<file path="config.mk">
export PLATFORM = sky130hd
export DESIGN_NAME = mult_operand_loader
export DESIGN_NICKNAME = d
export VERILOG_FILES = /design/src/rtl/mult_operand_loader.sv
export SDC_FILE = /design/constraint.sdc
export NUM_CORES = 1
export LEC_CHECK = 0
export ABC_AREA = 0
export BUFFER_PORTS_ARGS = -buffer_cell sky130_fd_sc_hd__buf_4
export CORE_AREA = 4 4 41 43
export CTS_BUF_LIST = sky130_fd_sc_hd__clkbuf_16
export DETAILED_ROUTE_END_ITERATION = 10
export DIE_AREA = 0 0 45 47
export GPL_ROUTABILITY_DRIVEN = 0
export PLACE_DENSITY_LB_ADDON = 0.1
export SYNTH_ARGS = -nofsm -noshare
export SYNTH_HDL_FRONTEND = slang
export SYNTH_SLANG_ARGS = --single-unit
</file>
<file path="constraint.sdc">
create_clock -name clk -period 1.95 [get_ports clk]
set_input_delay 0 -clock clk [delete_from_list [all_inputs] [get_ports clk]]
set_output_delay 0 -clock clk [all_outputs]
set_load 0.03 [all_outputs]
</file>
<file path="src/rtl/mult_operand_loader.sv">
// Operand front-end for the shift-and-add multiplier: latches a multiplier/multiplicand
// pair and presents one multiplier bit per step. Define LOADER_EARLY_EXIT_EN to end after the highest set bit.
module mult_operand_loader #(
  parameter  int WIDTH = 3,
  localparam int CW    = $clog2(WIDTH + 1)
) (
  input  logic                 clk,
  input  logic                 reset,
  input  logic                 in_valid,
  input  logic [WIDTH-1:0]     in_m,
  input  logic [WIDTH-1:0]     in_M,
  output logic                 in_ready,
  input  logic                 step,
  output logic                 op_valid,
  output logic                 bit_m,
  output logic [2*WIDTH-1:0]   M_aligned,
  output logic [CW-1:0]        count,
  output logic                 last,
  output logic                 done
);

  typedef enum logic {
    IDLE   = 1'b0,
    ACTIVE = 1'b1
  } state_t;

  state_t               state_q;
  logic [WIDTH-1:0]     m_sh_q;
  logic [2*WIDTH-1:0]   mc_sh_q;
  logic [CW-1:0]        count_q;
  logic                 done_q;
  logic                 active;
  logic                 last_d;

  assign active = (state_q == ACTIVE);

  // Gated by active so the cleared registers in IDLE never look like a final bit.
`ifdef LOADER_EARLY_EXIT_EN
  assign last_d = active && ((count_q == CW'(1)) || ((m_sh_q >> 1) == '0));
`else
  assign last_d = active && (count_q == CW'(1));
`endif

  always_ff @(posedge clk) begin
    if (reset) begin
      state_q <= IDLE;
      m_sh_q  <= '0;
      mc_sh_q <= '0;
      count_q <= '0;
      done_q  <= 1'b0;
    end else begin
      done_q <= 1'b0;
      case (state_q)
        IDLE: begin
          if (in_valid) begin
            m_sh_q  <= in_m;
            mc_sh_q <= {{WIDTH{1'b0}}, in_M};
            count_q <= CW'(WIDTH);
            state_q <= ACTIVE;
          end
        end
        ACTIVE: begin
          if (step) begin
            if (last_d) begin
              m_sh_q  <= '0;
              mc_sh_q <= '0;
              count_q <= '0;
              done_q  <= 1'b1;
              state_q <= IDLE;
            end else begin
              m_sh_q  <= m_sh_q >> 1;
              mc_sh_q <= mc_sh_q << 1;
              count_q <= count_q - CW'(1);
            end
          end
        end
        default: state_q <= IDLE;
      endcase
    end
  end

  assign in_ready  = (state_q == IDLE);
  assign op_valid  = active;
  assign bit_m     = m_sh_q[0];
  assign M_aligned = mc_sh_q;
  assign count     = count_q;
  assign last      = last_d;
  assign done      = done_q;

endmodule

</file>
==> results of run 1 <==
[layout make-up]
class / count / area share, %
Timing Repair Buffer: 22 / 20.5
Tap cell: 15 / 2.33
Clock buffer: 3 / 9.33
Sequential cell: 13 / 32.3
Multi-Input combinational cell: 43 / 33.4
Clock inverter: 1 / 0.467
Inverter: 3 / 1.56
[critical path, cell delays in order, from the launching register on]
cell and delay, ns:
dfxtp_1 0.62, mux2_2 0.44, nor2_1 0.13, nor4_2 0.05
[state kept, by name, summed over array words and instances (netlist names)]
register,cells
op_valid,1
M_aligned,6
m_sh_q,3
count,2
done,1
[per-stage QoR]
| step | power [mW] | utilization, % | instance area, um^2 | hold WS, ns | instances |
|---|---|---|---|---|---|
| final | 0.814 | 61.8 | 805 | 0.0192 | 100 |
| after global routing | 0.849 | 61.8 | 805 | 0.0400 | 100 |
| after CTS | 0.826 | 61.8 | 805 | 0.0231 | 100 |
| after detailed placement | 0.445 | 55.8 | 726 | 0.266 | 96 |
| after global placement | 0.444 | 55.8 | 726 | 0.260 | 96 |
| after floorplan | 0.396 | - | 564 | 0.0783 | 62 |
[worst paths after layout]
| check | start | to | cells after the start |
|---|---|---|---|
| worst max-delay path | op_valid | M_aligned[1] | 3 |
| worst max register to register | op_valid | M_aligned[1] | 3 |
| worst min-delay path | in_m[2] | m_sh_q[2] | 3 |
| worst min register to register | M_aligned[5] | M_aligned[5] | 2 |
[kinds of logic after synthesis]
| logic type | Yosys count | synth area share (%) |
|---|---|---|
| buffers and inverters | 6 | 6.21 |
| adders and majority gates | 1 | 2.22 |
| AOI/OAI and AO/OA | 13 | 14.9 |
| muxes | 2 | 5.99 |
| and+or+nand+nor | 27 | 24.6 |
| DFF | 13 | 46.1 |
[routing by layer]
metal	up-vias	GRT usage [%]
li1	267	-
met1	232	16.0
met2	11	22.0
met3	2	3.45
met4	0	7.02
met5	-	0
[Yosys cell counts]
library cell | count | area (um^2)
a22oi_1 | 2 | 15.0
inv_2 | 1 | 3.75
a21oi_1 | 8 | 40.0
nand2_1 | 3 | 11.3
nor2b_1 | 1 | 6.26
nor4_1 | 3 | 18.8
clkinv_2 | 1 | 5.00
ha_1 | 1 | 12.5
or2b_4 | 1 | 11.3
a211oi_2 | 1 | 12.5
nand2_2 | 1 | 6.26
inv_1 | 1 | 3.75
a311oi_1 | 1 | 8.76
dfxtp_1 | 13 | 260
mux2i_4 | 1 | 22.5
buf_4 | 1 | 7.51
mux2_2 | 1 | 11.3
buf_6 | 1 | 11.3
a211oi_1 | 1 | 7.51
nand4_1 | 3 | 18.8
buf_1 | 1 | 3.75
nor3_1 | 1 | 5.00
nor2_1 | 13 | 48.8
nor4_2 | 1 | 12.5
[power by group through the flow]
stage	Combinational, mW	Sequential (mW)	Clock [mW]
global route	0.152	0.302	0.395
floorplan	0.0704	0.326	0
detailed placement	0.140	0.305	0
global placement	0.140	0.305	0
finish	0.140	0.301	0.373
CTS	0.142	0.301	0.384
==> results.md, run 1 <==
- Synth Warn #: 0
- Worst-Skew Late Latency: 0.24 ns
- Psw: 202 uW
- Per-cell routed wire length: 12.9 um
- DR vias: 512
- Antenna Violating Nets Remaining: 0
- Most common cell after layout, fill and taps aside: buf_4
- Hold-fix buffers, CTS: 0
- Gr ovfl total: 0
- #FFs+latches synth: 13
- Final worst-path cycle share: 69.9%
- Routed wl met2: 649 um
- Max Transition Viols Final: 0
- Number of global-route vias before repair: 459
- Drt first pass iters: 4
- Place WS: 0.603 ns
- Max-Slew Margin vs Limit: 66.8%
- M1 WL: 578 um
- Postcts setup bufs: 0
- Multi-input gate area: 269 um^2
- Avg Inst Size Synth: 9.10 um^2
- Pin count of the biggest net entering global routing: 14
- DP Wirelength: 929 um
- Max Fclk: 0.734 GHz
- Die width: 45 um
- Num CTS Buffers: 3
- Rows: 13
- Run status: complete, no violations
- IO Count: 23
- # setup viols final: 0
- Initial antenna violation count: 0
- Worst vdd ir: 0.479 mV
- GRT Overall Usage: 13.4%
- Pleak: 0.351 nW
- Starting density of the core: 43.4%
- Arrival time at the worst endpoint: 1.49 ns
- Layout area overhead: 42.6%
- Highest metal used: met4
- Cell Area, Synth: 564 um^2
- # clock sinks: 13
- Final net count: 97
- IO Port Bufs: 22
- Synth cell types: 24
- 1st-iter DRT viols: 3
- Filler cells: 125
- Switching Fraction: 24.9%
- Seq/Total Area, Yosys: 46.1%
- Pwr dens: 1010 nW/um^2
- Global-route wire length before repair: 2.02 mm
- WL final: 1.29 mm
- Kind of critical path: reg2reg
- Count of final hold-check violations: 0
- Layout Skew: 0.00379 ns
- DRC violation count after routing: 0
- Clock root cell: clkbuf_16
- CTS tree: done
- Post-Syn Instances: 62
- Most frequent cells in the layout: buf_4, dfxtp_1, nor2_1
- Clock power frac: 45.9%
- # diodes: 0
- Layout cells sized above 1: 38.8%
- R2R Setup Slk: 0.59 ns
- Logic pwr share: 17.2%
- Req. time, crit path: 2.07 ns
- Via density: 5.12
- Crit start category: flop
- Synth Net Count: 73
- Worst hold path class: in2reg
- Clk slew on worst S/H paths: 0.05 ns
- H-tree Lvls: 1
- CTS max path bufs: 2
- Final WS setup: 0.587 ns
- Max cap viols: 0
- Crit end category: flop
- Int Pwr: 611 uW
- Setup TNS Final: 0 ns
- FF/Latch Area: 260 um^2
- Die H: 47 um
- Core area: 1300 um^2
- Resize count post-CTS: 0
- Tmin final: 1.36 ns
- RSZ-0062 raised after global routing: no
- Worst Tran Pin Value: 0.497 ns
- Die Area: 2120 um^2
- CP max FO: 12
- Met3 Wirelength: 51 um
- Reg power frac: 37.0%
Power figures use the tool's default switching activity.
==> run 2, diff against run 1 <==
CORE_AREA = default   (was 4 4 41 43)
CORE_MARGIN = 4   (was default)
CORE_UTILIZATION = 40   (was default)
DIE_AREA = default   (was 0 0 45 47)
clock period = 1.2 ns   (was 1.95 ns; I/O delays follow)
==> results.md, run 2 (synthesized netlist as in run 1, its figures left out) <==
- Rows: 13 (unchanged)
- Filler cells: 117 (-6.4%)
- # clock sinks: 13 (unchanged)
- Pleak: 0.376 nW (+7.0%)
- Kind of critical path: reg2out
- Clock root cell: clkbuf_16
- Num CTS Buffers: 3 (unchanged)
- CTS max path bufs: 2 (unchanged)
- Most common cell after layout, fill and taps aside: buf_4
- Req. time, crit path: 1.20 ns (-0.87 ns)
- Crit start category: flop
- WL final: 1.29 mm (about the same)
- Count of final hold-check violations: 0 (unchanged)
- Worst-Skew Late Latency: 0.24 ns (about the same)
- Die H: 45.6 um (-3.1%)
- Gr ovfl total: 0 (unchanged)
- H-tree Lvls: 1 (unchanged)
- # setup viols final: 0 (unchanged)
- R2R Path Start: op_valid
- Final Non-Filler Cells: 105 (+5.0%)
- Max cap viols: 0 (unchanged)
- Drt first pass iters: 3 (-1)
- CP max FO: 9 (-3)
- IO Count: 23 (unchanged)
- Max Fclk: 0.864 GHz
- Most frequent cells in the layout: buf_4, nor2_1, dfxtp_1
- Tmin final: 1.16 ns
- Die width: 45.6 um (+1.2%)
- Reg2Reg Depth: 3 (unchanged)
- Via density: 5.12 (about the same)
- Layout area overhead: 53.0%
- Reg-to-reg endpoint: M_aligned[1]
- GRT Overall Usage: 13.7% (+0.31 points)
- R2R Setup Slk: 0.09 ns (-0.50 ns)
- CP Launch Point: count[1]
- Run status: complete, no violations
- Crit path capture: last
- Worst hold path class: in2reg
- Arrival time at the worst endpoint: 1.16 ns (-0.33 ns)
- Setup TNS Final: 0 ns (unchanged)
- Final core utilization: 65.5% (+3.7 points)
- Die Area: 2080 um^2 (-1.9%)
- Layout cells sized above 1: 47.8% (+9.0 points)
- Hold-fix buffers, CTS: 0 (unchanged)
- Final worst-path cycle share: 96.5%
- Final net count: 102 (+5.2%)
- Core area: 1320 um^2 (+1.2%)
- Worst Tran Pin Value: 0.244 ns (-0.252 ns)
- Global-route wire length before repair: 1.94 mm (-4.1%)
- Max-Slew Margin vs Limit: 83.4% (+17 points)
- DR vias: 538 (+5.1%)
- Pin count of the biggest net entering global routing: 14 (unchanged)
- IO Port Bufs: 22 (unchanged)
- Max Transition Viols Final: 0 (unchanged)
- Antenna Violating Nets Remaining: 0 (unchanged)
- 1st-iter DRT viols: 3 (unchanged)
- Worst vdd ir: 1.18 mV (+150%)
- # diodes: 0 (unchanged)
- Number of global-route vias before repair: 466 (+1.5%)
- Starting density of the core: 42.8% (-0.54 points)
- Pwr dens: 1570 nW/um^2 (+55%)
- DP Wirelength: 919 um (-1.1%)
- Per-cell routed wire length: 12.3 um (-4.8%)
- CTS tree: done
- Total Power: 1.36 mW (+67%)
- Layout Skew: 0.000990 ns (-0.00280 ns)
- Initial antenna violation count: 0 (unchanged)
- Clk slew on worst S/H paths: 0.04 ns (about the same)
- DRC violation count after routing: 0 (unchanged)
- Crit end category: output pin
- Dpl cells: 97 (+1.0%)
- Max reg flops: 6 (unchanged)
-- run 2: report_power, final --
group          switching, mW  internal (mW)
logic                  0.144          0.115
clock network          0.173          0.438
registers             0.0237          0.463
total                  0.340           1.02
-- run 2: worst min-delay path by stage --
stage / slack [ns] / to / depth (start not counted) / start
after floorplan: 0.08 / m_sh_q[1] / 1 / reset
after global placement: 0.25 / M_aligned[0] / 3 / in_M[0]
after detailed placement: 0.26 / M_aligned[0] / 3 / in_M[0]
after CTS: 0.01 / M_aligned[0] / 3 / in_M[0]
after global routing: 0.02 / M_aligned[0] / 3 / in_M[0]
final: 0.009 / M_aligned[0] / 3 / in_M[0]
-- run 2: worst max-delay path: stages, from the launching register on --
cell,delay [ns]
dfxtp_2,0.31
inv_1,0.08
ha_2,0.20
clkinv_4,0.09
nor2_4,0.10
buf_6,0.13
-- run 2: layer usage --
| metal | GRT usage [%] | up-vias | wire length (um) |
|---|---|---|---|
| met2 | 19.8 | 14 | 594 |
| met4 | 10.5 | 0 | 40 |
| met1 | 16.0 | 244 | 562 |
| met5 | 0 | - | 0 |
| met3 | 5.14 | 5 | 91 |
| li1 | - | 275 | - |
-- run 2: through the flow --
step	area, um^2	setup slack (ns)	hold WS, ns
2_1_floorplan	576	-0.0108	0.0783
3_3_place_gp	744	0.0913	0.254
3_5_place_dp	744	0.0897	0.259
4_1_cts	833	0.00723	0.0120
5_1_grt	863	-0.0118	0.0186
6_report	863	0.0421	0.00857
-- run 2: timing repair --
action | CTS | global route
endpoints found under the setup margin | 1 | 1
gates resized for setup | 3 | 0
buffers inserted | 0 | 4
pin swaps | 0 | 2
-- run 2: cell type report --
class / count / area (um^2) / area share (%)
clock inverter: 1 / 3.75 / 0.435
clock buffer: 3 / 75.1 / 8.70
timing repair buffer: 27 / 206 / 23.9
sequential: 13 / 264 / 30.6
multi-input combinational: 43 / 279 / 32.3
tap: 15 / 18.8 / 2.17
inverter: 3 / 16.3 / 1.88
==> run 3, diff against run 2 <==
HOLD_SLACK_MARGIN = 0.05   (was default)
==> results.md, run 3 (synthesized netlist as in run 1, its figures left out) <==
- Clock power frac: 44.9% (about the same)
- Kind of critical path: reg2out
- Setup TNS Final: 0 ns (unchanged)
- # diodes: 0 (unchanged)
- Gr ovfl total: 0 (unchanged)
- Total Power: 1.37 mW (+1.2%)
- Tmin final: 1.16 ns (+0.000398 ns)
- CP max stage delay: 0.31 ns (about the same)
- CTS tree: done
- R2R Setup Slk: 0.09 ns (about the same)
- Logic pwr share: 19.7% (+0.7 points)
- Number of global-route vias before repair: 495 (+6.2%)
- Antenna Violating Nets Remaining: 0 (unchanged)
- Rows: 13 (unchanged)
- Die Area: 2080 um^2 (unchanged)
- Pin count of the biggest net entering global routing: 14 (unchanged)
- CP max FO: 9 (unchanged)
- Drt first pass iters: 4 (+1)
- Worst hold path class: in2reg
- Psw: 348 uW (+2.4%)
- Max Transition Viols Final: 0 (unchanged)
- Most common cell after layout, fill and taps aside: buf_4
- Starting density of the core: 42.8% (unchanged)
- IO Count: 23 (unchanged)
- Per-cell routed wire length: 12.5 um (+2.1%)
- Max reg flops: 6 (unchanged)
- Crit-path slowest cell: dfxtp_2
- Clock root cell: clkbuf_16
- Most frequent cells in the layout: buf_4, nor2_1, dfxtp_1
- Num CTS Buffers: 3 (unchanged)
- Final core utilization: 68.6% (+3.0 points)
- Worst-Skew Late Latency: 0.24 ns (about the same)
- CTS max path bufs: 2 (unchanged)
- Global-route wire length before repair: 2.09 mm (+7.8%)
- Final worst-path cycle share: 96.5% (about the same)
- GRT Overall Usage: 14.7% (+1.1 points)
- 1st-iter DRT viols: 10 (+7)
- Pleak: 0.392 nW (+4.4%)
- Die H: 45.6 um (unchanged)
- WL final: 1.37 mm (+6.0%)
- Max-Slew Margin vs Limit: 83.2% (-0.16 points)
- Layout area overhead: 60.1%
- DRC violation count after routing: 0 (unchanged)
- Fin area: 903 um^2 (+4.6%)
- Layout Skew: 0.00135 ns (+0.000362 ns)
- Count of final hold-check violations: 0 (unchanged)
- Layout cells sized above 1: 45.7% (-2.0 points)
- Max Fclk: 0.863 GHz (about the same)
- # setup viols final: 0 (unchanged)
- Req. time, crit path: 1.20 ns (about the same)
- Via density: 5.10 (-0.45%)
- Switching Fraction: 25.3% (+0.27 points)
- Int Pwr: 1.03 mW (+0.87%)
- DR vias: 556 (+3.3%)
- Arrival time at the worst endpoint: 1.16 ns (about the same)
- Initial antenna violation count: 0 (unchanged)
- FF/Latch Area: 264 um^2 (unchanged)
- Worst vdd ir: 1.19 mV (+1.1%)
- Pwr dens: 1520 nW/um^2 (-3.2%)
- Run status: complete, no violations
- H-tree Lvls: 1 (unchanged)
- Die width: 45.6 um (unchanged)
- Reg power frac: 35.5% (-0.4 points)
- Crit start category: flop
- Worst Tran Pin Value: 0.247 ns (+0.00241 ns)
- Filler cells: 114 (-2.6%)
- Crit end category: output pin
- Critical Path, Cell by Cell: inv_1, ha_2, clkinv_4, nor2_4, buf_6
- IO Port Bufs: 22 (unchanged)
- Final net count: 106 (+3.9%)
- DP Wirelength: 919 um (unchanged)
- Multi-input gate area: 279 um^2 (unchanged)
- Clk slew on worst S/H paths: 0.04 ns (about the same)
- DP Area: 744 um^2 (unchanged)
- # clock sinks: 13 (unchanged)
- Max cap viols: 0 (unchanged)
- Core area: 1320 um^2 (unchanged)
-- run 3: cell types whose count changed in the layout (fill, tap and decap cells not counted) --
cell and delta:
dlygate4sd3_1 +4
-- run 3: cell type report --
class	count	share of cell area, %
Clock buffer	3	8.31
Clock inverter	1	0.416
Inverter	3	1.80
Multi-Input combinational cell	43	30.9
Sequential cell	13	29.2
Tap cell	15	2.08
Timing Repair Buffer	31	27.3
-- run 3: critical path, delay by kind of cell, from the launching register on --
| kind | cells | cell delay (ns) |
|---|---|---|
| buffers and inverters | 3 | 0.30 |
| DFF | 1 | 0.31 |
| and+or+nand+nor | 1 | 0.10 |
| adders and majority gates | 1 | 0.20 |
-- run 3: worst paths after layout --
path                     start      endpoint  cells past startpoint
setup / recovery      count[1]          last                      5
hold / removal         in_m[0]     m_sh_q[0]                      3
setup reg to reg      op_valid  M_aligned[1]                      3
hold reg to reg   M_aligned[5]  M_aligned[5]                      2
-- run 3: what timing repair did --
item | CTS | global route
endpoints found under the setup margin | 1 | 1
endpoints found under the hold margin | 9 | 0
pin swaps | 0 | 2
resized for setup | 3 | 0
buffers inserted | 0 | 4
hold buffers | 4 | 0
-- run 3: power by group through the flow --
stage	Sequential (mW)	Combinational (mW)	Clock, mW
floorplan	0.532	0.119	0
global placement	0.494	0.238	0
detailed placement	0.494	0.239	0
CTS	0.487	0.256	0.630
global route	0.490	0.295	0.648
finish	0.487	0.270	0.616
-- run 3: through the flow --
stage | worst slack [ns] | hold slack [ns] | instances
2_1_floorplan | -0.0108 | 0.0783 | 62
3_3_place_gp | 0.0913 | 0.254 | 97
3_5_place_dp | 0.0897 | 0.259 | 97
4_1_cts | 0.00723 | 0.0523 | 105
5_1_grt | -0.0118 | 0.0710 | 109
6_report | 0.0417 | 0.0555 | 109
-- run 3: routing by layer --
layer / GRT usage (%) / wire [um] / part of all wire [%] / vias to the layer above
met3: 4.74 / 92 / 6.7 / 5
met2: 22.3 / 660 / 48 / 14
met1: 17.2 / 572 / 42 / 254
met4: 10.5 / 40 / 2.9 / 0
met5: 0 / 0 / 0 / -
li1: - / - / - / 283
